## config.mk

```make
export PLATFORM = sky130hd
export DESIGN_NAME = fetch_decode_stage
export DESIGN_NICKNAME = d
export VERILOG_FILES = /design/src/rtl/fetch_decode_stage.sv
export SDC_FILE = /design/constraint.sdc
export NUM_CORES = 1
export LEC_CHECK = 0
export ABC_AREA = 1
export BUFFER_PORTS_ARGS = -buffer_cell sky130_fd_sc_hd__buf_2
export CAP_MARGIN = 5
export CORE_MARGIN = 1
export CORE_UTILIZATION = 50
export CTS_CLUSTER_DIAMETER = 80
export CTS_CLUSTER_SIZE = 24
export DETAILED_ROUTE_END_ITERATION = 16
export GPL_ROUTABILITY_DRIVEN = 0
export PLACE_DENSITY = 0.86
export SLEW_MARGIN = 5
export SYNTH_ARGS = -nofsm -noshare
export SYNTH_HDL_FRONTEND = slang
export SYNTH_SLANG_ARGS = --single-unit
```

## constraint.sdc

```tcl
create_clock -name clk -period 2.5 [get_ports clk]
set_clock_uncertainty 0.1 [all_clocks]
set_input_delay 0.25 -clock clk [delete_from_list [all_inputs] [get_ports clk]]
set_output_delay 0.25 -clock clk [all_outputs]
set_load 0.005 [all_outputs]
```

## src/rtl/fetch_decode_stage.sv

```systemverilog
// fetch_decode_stage
// Front end of the 10-bit pipelined CPU. Owns the program counter, drives the
// asynchronous instruction ROM, and captures each fetched word into the IF/ID
// register together with its PC. Decode fields and branch/jump targets are
// derived combinationally from IF/ID, so they add no latency.
//
// Flow control: there is no valid/ready handshake. id_valid qualifies the
// IF/ID contents on every cycle. 'stall' freezes all state. 'redirect' flushes
// IF/ID and reloads the PC, and it wins over 'stall' in the same cycle.
// Fetch-side HALT freezes the PC until a redirect arrives.

module fetch_decode_stage #(
  parameter int PC_W     = 10,
  parameter int INSTR_W  = 10,
  parameter int RESET_PC = 0,
  parameter int CNT_W    = 16
) (
  input  logic               clk,
  input  logic               rst,
  // Instruction ROM (combinational read)
  output logic [PC_W-1:0]    rom_addr,
  input  logic [INSTR_W-1:0] rom_data,
  // Pipeline control from downstream
  input  logic               stall,
  input  logic               redirect,
  input  logic [PC_W-1:0]    redirect_pc,
  // IF/ID register
  output logic               id_valid,
  output logic [INSTR_W-1:0] id_instr,
  output logic [PC_W-1:0]    id_pc,
  // Pre-split decode fields
  output logic [2:0]         id_opcode,
  output logic [1:0]         id_rs,
  output logic [1:0]         id_rt,
  output logic               id_bank,
  output logic [1:0]         id_imm,
  // Pre-computed targets
  output logic [PC_W-1:0]    id_br_target,
  output logic [PC_W-1:0]    id_jmp_target,
  // Status
  output logic               fetch_stopped,
  output logic [CNT_W-1:0]   fetch_count
);

  // HALT is opcode 001 with immediate field 10
  localparam logic [2:0] OP_HALT  = 3'b001;
  localparam logic [1:0] IMM_HALT = 2'b10;

  // RUN: fetching normally. STOPPED: a HALT sits in (or passed through) IF/ID
  // and the PC is frozen until a redirect.
  typedef enum logic {
    S_RUN     = 1'b0,
    S_STOPPED = 1'b1
  } fetch_state_e;

  fetch_state_e       state_q,       state_d;
  logic [PC_W-1:0]    pc_q,          pc_d;
  logic               id_valid_q,    id_valid_d;
  logic [INSTR_W-1:0] id_instr_q,    id_instr_d;
  logic [PC_W-1:0]    id_pc_q,       id_pc_d;
  logic [CNT_W-1:0]   fetch_count_q, fetch_count_d;

  logic rom_is_halt;

  // Decode the word currently on the ROM bus for the HALT check
  always_comb begin
    rom_is_halt = (rom_data[9:7] == OP_HALT) && (rom_data[1:0] == IMM_HALT);
  end

  // Next-state selection: redirect > stall > stopped > fetch
  always_comb begin
    state_d       = state_q;
    pc_d          = pc_q;
    id_valid_d    = id_valid_q;
    id_instr_d    = id_instr_q;
    id_pc_d       = id_pc_q;
    fetch_count_d = fetch_count_q;

    if (redirect) begin
      // Flush IF/ID; a wrong-path HALT is squashed by returning to RUN.
      // id_instr/id_pc keep their old (now meaningless) values.
      pc_d       = redirect_pc;
      id_valid_d = 1'b0;
      state_d    = S_RUN;
    end else if (stall) begin
      // Everything holds
      state_d = state_q;
    end else if (state_q == S_STOPPED) begin
      // HALT has been handed on; drain the bubble and keep PC parked
      id_valid_d = 1'b0;
    end else begin
      id_instr_d    = rom_data;
      id_pc_d       = pc_q;
      id_valid_d    = 1'b1;
      fetch_count_d = fetch_count_q + CNT_W'(1);
      if (rom_is_halt) begin
        state_d = S_STOPPED;
      end else begin
        pc_d = pc_q + PC_W'(1);
      end
    end
  end

  // State registers with asynchronous active-high reset
  always_ff @(posedge clk or posedge rst) begin
    if (rst) begin
      state_q       <= S_RUN;
      pc_q          <= PC_W'(RESET_PC);
      id_valid_q    <= 1'b0;
      id_instr_q    <= '0;
      id_pc_q       <= '0;
      fetch_count_q <= '0;
    end else begin
      state_q       <= state_d;
      pc_q          <= pc_d;
      id_valid_q    <= id_valid_d;
      id_instr_q    <= id_instr_d;
      id_pc_q       <= id_pc_d;
      fetch_count_q <= fetch_count_d;
    end
  end

  // Outputs: registered state plus combinational decode of IF/ID
  always_comb begin
    rom_addr      = pc_q;
    id_valid      = id_valid_q;
    id_instr      = id_instr_q;
    id_pc         = id_pc_q;
    fetch_stopped = (state_q == S_STOPPED);
    fetch_count   = fetch_count_q;

    id_opcode = id_instr_q[9:7];
    id_rs     = id_instr_q[6:5];
    id_rt     = id_instr_q[4:3];
    id_bank   = id_instr_q[2];
    id_imm    = id_instr_q[1:0];

    // Branch target: PC plus zero-extended 2-bit immediate, wrapping
    id_br_target  = id_pc_q + {{(PC_W-2){1'b0}}, id_instr_q[1:0]};
    // Jump target: 7-bit field sign-extended from bit 6
    id_jmp_target = {{(PC_W-7){id_instr_q[6]}}, id_instr_q[6:0]};
  end

endmodule

```

==> flow_metrics.tcl, run 1 <==
set metrics [dict create \
    status "completed" \
    drt_iter0_markers 98 \
    yosysSeqAreaShare_pct 45.1 \
    fin_area_mm2 0.00318 \
    p_leak_nw 1.81 \
    cts.clk_slew.worst_paths_ns 0.08 \
    n_fill_cell 469 \
    ys_ff_latch 48 \
    regArea_mm2 0.00120 \
    critPathTopFamily "adder cells" \
    fp.dieW_um 75.0 \
    clock-sinks 48 \
    holdCritPathClass "in -> reg" \
    worstPathRequired_ns 2.15 \
    rsz0062_at_grt "no" \
    powerDensity_mw_per_mm2 662 \
    crit_chain "ha_1, fa_1, nand3_1, nor2_1, nand3_1, xnor2_1, buf_2" \
    hold_viol 0 \
    critPathBufInv 1 \
    via_per_inst 4.92 \
    path_common_cell "nand3_1" \
    wl_um 5900 \
    syn_nets 373 \
    place_area_mm2 0.00309 \
    final_core_util_pct 62.3 \
    tritoncts "built" \
    cts_root_buf "clkbuf_8" \
    insertion_delay_ns 0.29 \
    startpoint "id_instr[0]" \
    start_util_pct 52.1 \
    grt.total_usage_pct 21.1 \
    setup_viol 0 \
    synth_cell_types 25 \
    grt_max_degree 49 \
    mostFrequentLayoutCell "nand2_1" \
    drt-pass1-iter-count 4 \
    synth.yosys.warnings 0 \
    holdCritStartpoint "rom_data[2]" \
    dp.cells 490 \
    ir_worst_vdd_v 0.000255 \
    grt_antenna_before_repair 0 \
    port_buffers 101 \
    cts_buffers 5 \
    min_period_over_period_pct 89.4 \
    dpl_worst_slack_ns 0.573 \
    cts_setup_buffers 0 \
    vias 2449 \
    fmax_mhz 448 \
    period_minus_slack_ns 2.23 \
    diodes 0 \
    synthesis.instances 344 \
    crit_fanout 5 \
    rows 26 \
    drc_errors 0 \
    slew_viol_final 0 \
    arrival_ns 1.88 \
    crit_path_start_kind "flop" \
    grt_remaining_overflow 0 \
    avgSynthCellArea_um2 7.74 \
    end_kind "primary output" \
    ctsHtreeMaxLevel 2 \
    drive_gt1_share_pct 27.1 \
    dieHeight_um 75.0 \
    io_pins 102 \
    post-route-worst-setup-slack_ns 0.265 \
    mostFrequentLayoutCells "nand2_1, buf_2, dfrtp_1" \
    timing.hold.ws_ns 0.0554 \
    die_area_mm2 0.00562 \
    postRouteAntennaNets 0 \
    grt_pass1_vias 2108 \
    finalSetupTns_ns 0 \
    multiInputGateArea_mm2 0.00113 \
    clk_path_buf_depth 2 \
    final_cells 498 \
    place_hpwl_um 4430 \
    syn_to_final_growth_pct 19.6 \
    crit_type "reg -> out" \
    cpPeakStageDelay_ns 0.43 \
    wl_per_cell_um 11.8 \
    core_area_mm2 0.00511 \
    r2r-start "fetch_count[0]" \
    maxCapViolations 0 \
    slew_headroom_pct 71.1 \
    crit_slowest_cell "dfrtp_1" \
    synthesis.area_mm2 0.00266 \
    ctsResizeCount 0 \
    nets 457 \
    worst_pin_slew_ns 0.433 \
    grt_first_pass_wirelength_um 9080 \
    finalPower_mw 2.11 \
]
-- cell families (layout without fill, tap and decap cells) --
family,count (synthesis),count (layout),share of synthesized area (%)
flip-flops,48,48,45.1
adder cells (fa/ha/maj),5,5,2.63
AO/OA/AOI/OAI,26,26,5.08
buffers and inverters,64,148,12.3
AND/OR/NAND/NOR,187,187,30.3
XOR/XNOR,14,14,4.61
-- synthesized netlist by cell type --
library cell / instances / area share (%)
nor2_1: 24 / 3.4
xor2_1: 7 / 2.3
or2_2: 1 / 0.24
nor3_4: 1 / 0.61
nor3_1: 1 / 0.19
nand2_2: 1 / 0.24
fa_1: 1 / 0.75
clkbuf_1: 2 / 0.28
ha_1: 4 / 1.9
nand3b_1: 2 / 0.56
dfrtp_1: 48 / 45
nand4_1: 7 / 1.6
o21ai_0: 22 / 4.1
nand2_4: 1 / 0.42
o21ai_1: 1 / 0.19
nand3_1: 30 / 5.6
inv_1: 37 / 5.2
a21oi_1: 1 / 0.19
o21bai_1: 1 / 0.28
xnor2_1: 7 / 2.3
nor2_4: 2 / 0.85
a21boi_0: 1 / 0.28
nand2_1: 117 / 17
buf_4: 22 / 6.2
buf_2: 3 / 0.56
-- sequential cells by signal, summed over array words and instances (netlist names) --
| signal | count |
|---|---|
| fetch_count | 16 |
| fetch_stopped | 1 |
| id_instr | 10 |
| id_pc | 10 |
| id_valid | 1 |
| rom_addr | 10 |
-- worst register-to-register path, delay by kind of cell (launching register included) --
family / cells / cell delay (ns)
simple gates: 4 / 0.51
fa+ha+maj: 1 / 0.19
flops: 1 / 0.42
compound gates: 1 / 0.22
-- area by class of cell --
class,count,share of cell area [%]
Tap cell,70,2.75
Sequential cell,48,37.8
Clock inverter,1,0.157
Clock buffer,6,2.28
Multi-Input combinational cell,232,35.6
Timing Repair Buffer,104,17.1
Inverter,37,4.36
-- path summary, 6_finish.rpt --
path | slack (ns) | to | cells past startpoint
setup / recovery | 0.27 | id_br_target[8] | 7
hold / removal | 0.06 | id_instr[2] | 3
setup reg to reg | 0.95 | fetch_count[14] | 6
hold reg to reg | 0.40 | fetch_count[15] | 2
max in group asynchronous | 1.64 | fetch_count[2] | 4
min in group asynchronous | 0.42 | fetch_count[10] | 4
-- layer usage --
layer / up-vias / global-route usage, % / share of wire, % / routed length, um
met5: - / 0 / 0 / 0
met4: 0 / 6.71 / 0.80 / 47
met3: 4 / 2.54 / 5.1 / 302
met2: 90 / 35.9 / 50 / 2940
met1: 1129 / 28.2 / 44 / 2610
li1: 1226 / - / - / -
-- report_power, final --
group	switching [mW]	total (mW)	internal (mW)	leakage, nW
Combinational	0.308	0.600	0.291	1.17
Clock	0.241	0.432	0.191	0.0410
Sequential	0.168	1.07	0.906	0.603
-- timing repair --
item | CTS | global route
endpoints found under the setup margin | 0 | 0
endpoints found under the hold margin | 48 | 0
hold buffers | 1 | 0
Power figures use the tool's default switching activity.
==> run 2, diff against run 1 <==
--- a/config.mk
+++ b/config.mk
@@ -8,13 +8,16 @@
 export ABC_AREA = 1
 export BUFFER_PORTS_ARGS = -buffer_cell sky130_fd_sc_hd__buf_2
 export CAP_MARGIN = 5
+export CELL_PAD_IN_SITES_DETAIL_PLACEMENT = 0
+export CELL_PAD_IN_SITES_GLOBAL_PLACEMENT = 1
 export CORE_MARGIN = 1
-export CORE_UTILIZATION = 50
+export CORE_UTILIZATION = 37
 export CTS_CLUSTER_DIAMETER = 80
 export CTS_CLUSTER_SIZE = 24
 export DETAILED_ROUTE_END_ITERATION = 16
 export GPL_ROUTABILITY_DRIVEN = 0
-export PLACE_DENSITY = 0.86
+export GPL_TIMING_DRIVEN = 0
+export PLACE_DENSITY = 0.9
 export SLEW_MARGIN = 5
 export SYNTH_ARGS = -nofsm -noshare
 export SYNTH_HDL_FRONTEND = slang
==> run 2 against run 1 <==
Compared with the run above:
- maximum frequency shrank 2.2%
- worst hold slack lost 0.017 ns
- sequential power about the same
- design area rose by 7.1%
- clock power grew 11%
- final cell count is 11% higher
- first-iteration DRC count down 15%
- critical path type unchanged
- critical endpoint unchanged
==> flow_metrics.tcl, run 2 (synthesis gave the netlist of run 1 again) <==
set metrics [dict create \
    syn_to_final_growth_pct 28.0 \
    finalSetupTns_ns 0 \
    r2r_cells 8 \
    diodes 0 \
    start_util_pct 38.7 \
    post-route-worst-setup-slack_ns 0.215 \
    grt_first_pass_wirelength_um 10700 \
    port_buffers 101 \
    core_area_mm2 0.00687 \
    worst_pin_slew_ns 0.410 \
    cts_root_buf "clkbuf_8" \
    grt.total_usage_pct 18.1 \
    grt_antenna_before_repair 0 \
    ir_worst_vdd_v 0.000205 \
    final_cells 551 \
    vias 2468 \
    via_per_inst 4.48 \
    hold_viol 0 \
    clk_path_buf_depth 2 \
    r2r-start "fetch_count[0]" \
    grt_remaining_overflow 0 \
    die_area_mm2 0.00754 \
    drc_errors 0 \
    wl_met2_um 2970 \
    nets 483 \
    holdCritStartpoint "rom_data[2]" \
    place_hpwl_um 4970 \
    met1_length_um 3040 \
    slew_viol_final 0 \
    top_layer_used "met4" \
    hold_end "id_instr[2]" \
    dp.cells 542 \
    maxCapViolations 0 \
    regToRegSetupSlack_ns 0.96 \
    dr_wl_met3_um 312 \
    powerDensity_mw_per_mm2 655 \
    min_period_over_period_pct 91.4 \
    tritoncts "built" \
    end_kind "primary output" \
    reg2reg_to "fetch_count[8]" \
    dpl_worst_slack_ns 0.522 \
    rsz0062_at_grt "no" \
    arrival_ns 1.93 \
    p_leak_nw 1.94 \
    wl_per_cell_um 11.6 \
    grt_pass1_vias 2194 \
    mostFrequentLayoutCells "nand2_1, buf_2, dfrtp_1" \
    io_pins 102 \
    cts.clk_slew.worst_paths_ns 0.09 \
    crit_path_start_kind "flop" \
    clock-sinks 48 \
    final_core_util_pct 49.6 \
    fmax_mhz 438 \
    dieHeight_um 86.8 \
    grt_max_degree 39 \
    crit_fanout 5 \
    fp.dieW_um 86.8 \
    drt-pass1-iter-count 4 \
    insertion_delay_ns 0.30 \
    status "completed" \
    rows 30 \
    crit_type "reg -> out" \
    mostFrequentLayoutCell "nand2_1" \
    drive_gt1_share_pct 30.8 \
    worstPathRequired_ns 2.15 \
    drt_iter0_markers 83 \
    setup_viol 0 \
    ctsHtreeMaxLevel 2 \
    cts_buffers 5 \
    wl_um 6410 \
    postRouteAntennaNets 0 \
    slew_headroom_pct 72.7 \
    holdPathStages 3 \
    holdCritPathClass "in -> reg" \
    period_minus_slack_ns 2.28 \
    largest_reg_flops 16 \
]
-- run 2: power by group --
group | switching, mW | leakage (nW) | total (mW) | internal, mW
registers | 0.165 | 0.603 | 1.07 | 0.906
clock network | 0.255 | 0.0455 | 0.481 | 0.226
logic | 0.326 | 1.29 | 0.680 | 0.355
total | 0.745 | 1.94 | 2.23 | 1.49
-- run 2: cell type report --
cell class / instances / area [um2]
buffer: 27 / 188
clock buffer: 8 / 90.1
fill: 718 / 3460
inverter: 37 / 139
multi-input combinational: 232 / 1130
sequential: 48 / 1200
tap: 96 / 120
timing repair buffer: 103 / 536
-- run 2: timing repair --
item                                   CTS  global route
setup buffers                            0             0
endpoints found under the hold margin   10             0
hold buffers                             1             0
gates resized for setup                  0             0
-- run 2: routing by layer --
metal / vias to the layer above / track usage [%]
li1: 1283 / -
met1: 1098 / 24.7
met2: 80 / 29.6
met3: 7 / 3.33
met4: 0 / 5.00
met5: - / 0
-- run 2: worst max path at each step --
| stage | from | to | slack (ns) | cells past startpoint |
|---|---|---|---|---|
| floorplan | id_instr[0] | id_br_target[8] | 0.76 | 6 |
| global placement | rst | id_instr[1] | 0.32 | 2 |
| detailed placement | id_instr[0] | id_br_target[8] | 0.52 | 7 |
| CTS | id_instr[0] | id_br_target[8] | 0.19 | 7 |
| global route | id_instr[0] | id_br_target[8] | 0.09 | 7 |
| finish | id_instr[0] | id_br_target[8] | 0.22 | 7 |
-- run 2: critical path, cell delays in order, from the launching register on --
cell and delay [ns]:
dfrtp_1 0.44, ha_1 0.23, fa_1 0.40, nand3_1 0.14, nor2_1 0.09, nand3_1 0.08, xnor2_1 0.11, buf_2 0.14
-- run 2: through the flow --
| stage | power [mW] | hold slack, ns | cell area (um2) |
|---|---|---|---|
| global route | 2.41 | 0.0458 | 3410 |
| CTS | 2.26 | 0.0324 | 3410 |
| floorplan | 1.44 | 0.237 | 2660 |
| finish | 2.23 | 0.0389 | 3410 |
| detailed placement | 1.78 | 0.108 | 3310 |
| global placement | 1.75 | 0.347 | 3290 |
==> run 3, diff against run 2 <==
--- a/config.mk
+++ b/config.mk
@@ -8,16 +8,16 @@
 export ABC_AREA = 1
 export BUFFER_PORTS_ARGS = -buffer_cell sky130_fd_sc_hd__buf_2
 export CAP_MARGIN = 5
-export CELL_PAD_IN_SITES_DETAIL_PLACEMENT = 0
-export CELL_PAD_IN_SITES_GLOBAL_PLACEMENT = 1
+export CELL_PAD_IN_SITES_DETAIL_PLACEMENT = 1
+export CELL_PAD_IN_SITES_GLOBAL_PLACEMENT = 2
 export CORE_MARGIN = 1
-export CORE_UTILIZATION = 37
+export CORE_UTILIZATION = 29
 export CTS_CLUSTER_DIAMETER = 80
 export CTS_CLUSTER_SIZE = 24
 export DETAILED_ROUTE_END_ITERATION = 16
 export GPL_ROUTABILITY_DRIVEN = 0
 export GPL_TIMING_DRIVEN = 0
-export PLACE_DENSITY = 0.9
+export PLACE_DENSITY = 0.91
 export SLEW_MARGIN = 5
 export SYNTH_ARGS = -nofsm -noshare
 export SYNTH_HDL_FRONTEND = slang
==> run 3 against run 2 <==
Compared with the run above:
- register-to-register slack worse by 0.04 ns
- sequential cell count stayed put
- final cell count is 2.2% higher
- clock-buffer cell count is 1 lower
- sequential share of layout area is 0.55 points lower
- global-route usage is 1.9 points lower
- maximum frequency is 2.3% lower
- die area is 27% higher
- the run now ends with DRC left
- non-clock buffer count stayed put
- highest routed layer unchanged
==> flow_metrics.tcl, run 3 (synthesis gave the netlist of run 1 again) <==
set metrics [dict create \
    rows 34 \
    fmax_mhz 427 \
    nets 483 \
    reg2reg_to "rom_addr[8]" \
    ctsHtreeMaxLevel 2 \
    largest_reg_flops 16 \
    finalPower_mw 2.39 \
    drive_gt1_share_pct 31.4 \
    syn_to_final_growth_pct 30.0 \
    wl_per_cell_um 13.2 \
    grt_max_degree 34 \
    grt_first_pass_wirelength_um 12500 \
    cpPeakStageDelay_ns 0.45 \
    powerDensity_mw_per_mm2 691 \
    cts_buffers 5 \
    holdCritPathClass "in -> reg" \
    use_met2_pct 29.3 \
    worst_pin_slew_ns 0.411 \
    vias 2558 \
    postRouteAntennaNets 0 \
    regToRegSetupSlack_ns 0.92 \
    rsz0062_at_grt "no" \
    drt_iter0_markers 45 \
    slew_headroom_pct 72.6 \
    insertion_delay_ns 0.30 \
    cts.clk_slew.worst_paths_ns 0.09 \
    die_area_mm2 0.00956 \
    crit_chain "ha_1, fa_1, nand3_1, nor2_2, nand3_1, xnor2_1, buf_2" \
    diodes 0 \
    startpoint "id_instr[0]" \
    io_pins 102 \
    crit_type "reg -> out" \
    grt_antenna_before_repair 0 \
    fp.dieW_um 97.8 \
    post-route-worst-setup-slack_ns 0.161 \
    crit_fanout 5 \
    slew_viol_final 0 \
    grt.total_usage_pct 16.2 \
    arrival_ns 1.99 \
    p_leak_nw 1.95 \
    dieHeight_um 97.8 \
    busiest_layer "met2" \
    place_hpwl_um 5930 \
    core_area_mm2 0.00881 \
    status "complete, but fails checks" \
    path_common_cell "nand3_1" \
    period_minus_slack_ns 2.34 \
    path_depth 7 \
    grt_remaining_overflow 0 \
    via_per_inst 4.54 \
    min_period_over_period_pct 93.6 \
    mostFrequentLayoutCell "nand2_1" \
    violations "DRC" \
    tritoncts "built" \
    clock-sinks 48 \
    critPathTopFamily "adder cells" \
    grt_pass1_vias 2550 \
    hold_viol 0 \
    ir_worst_vdd_v 0.000241 \
    dpl_worst_slack_ns 0.430 \
    drt-pass1-iter-count 10 \
    worstSetupEndpoint "id_br_target[8]" \
    r2r-start "rom_addr[0]" \
    cts_root_buf "clkbuf_8" \
    final_core_util_pct 39.3 \
    crit_path_start_kind "flop" \
    clk_path_buf_depth 2 \
    mostFrequentLayoutCells "nand2_1, buf_2, dfrtp_1" \
    port_buffers 101 \
    met3_usage_pct 3.22 \
    start_util_pct 30.2 \
    drc_errors 14 \
    critPathBufInv 1 \
    finalSetupTns_ns 0 \
    wl_um 7410 \
    setup_viol 0 \
    worstPathRequired_ns 2.15 \
    crit_slowest_cell "dfrtp_1" \
    grt.met1_usage_pct 20.2 \
    maxCapViolations 0 \
    r2r_cells 8 \
    end_kind "primary output" \
    timing.hold.ws_ns 0.0355 \
]
==> run 3: routing by layer <==
metal,vias to the layer above,routed length [um],part of all wire [%]
met5,-,0,0
met3,2,314,4.2
met1,1212,3270,44
met4,0,25,0.34
li1,1275,-,-
met2,69,3800,51
==> run 3: layout make-up <==
type / count / area [um2]
Sequential cell: 48 / 1200
Timing Repair Buffer: 103 / 536
Clock buffer: 7 / 96.3
Fill cell: 1131 / 5350
Buffer: 27 / 188
Inverter: 37 / 139
Tap cell: 108 / 135
Multi-Input combinational cell: 232 / 1140
Clock inverter: 1 / 30.0
==> run 3: how the worst min path moves through the flow <==
stage	to	startpoint	cells after the start	slack, ns
detailed placement	rom_addr[9]	rst	2	0.16
floorplan	fetch_stopped	stall	1	0.24
global route	id_instr[5]	rom_data[5]	3	0.04
CTS	id_instr[2]	rom_data[2]	3	0.03
finish	id_instr[2]	rom_data[2]	3	0.04
global placement	id_instr[4]	rom_data[4]	3	0.35
==> run 3: through the flow <==
| step | cell area [um2] | cells |
|---|---|---|
| CTS | 3460 | 563 |
| global route | 3460 | 563 |
| detailed placement | 3320 | 554 |
| finish | 3460 | 563 |
| global placement | 3300 | 553 |
| floorplan | 2660 | 344 |
==> run 3: report_power, final <==
part	internal (mW)	total, mW	switching (mW)	leakage, nW
logic	0.355	0.688	0.332	1.29
clock network	0.353	0.623	0.269	0.0645
registers	0.906	1.08	0.177	0.603
total	1.61	2.39	0.778	1.95
==> run 3: worst min-delay path, cell delays in order <==
cell and delay, ns:
buf_2 0.08, nand2_1 0.04, nand2_1 0.04
==> run 3: what timing repair did <==
item	4_1_cts	5_1_grt
hold buffers	1	0
buffers inserted	0	0
resized for setup	0	1
endpoints found under the hold margin	15	0
setup endpoints to repair	0	1
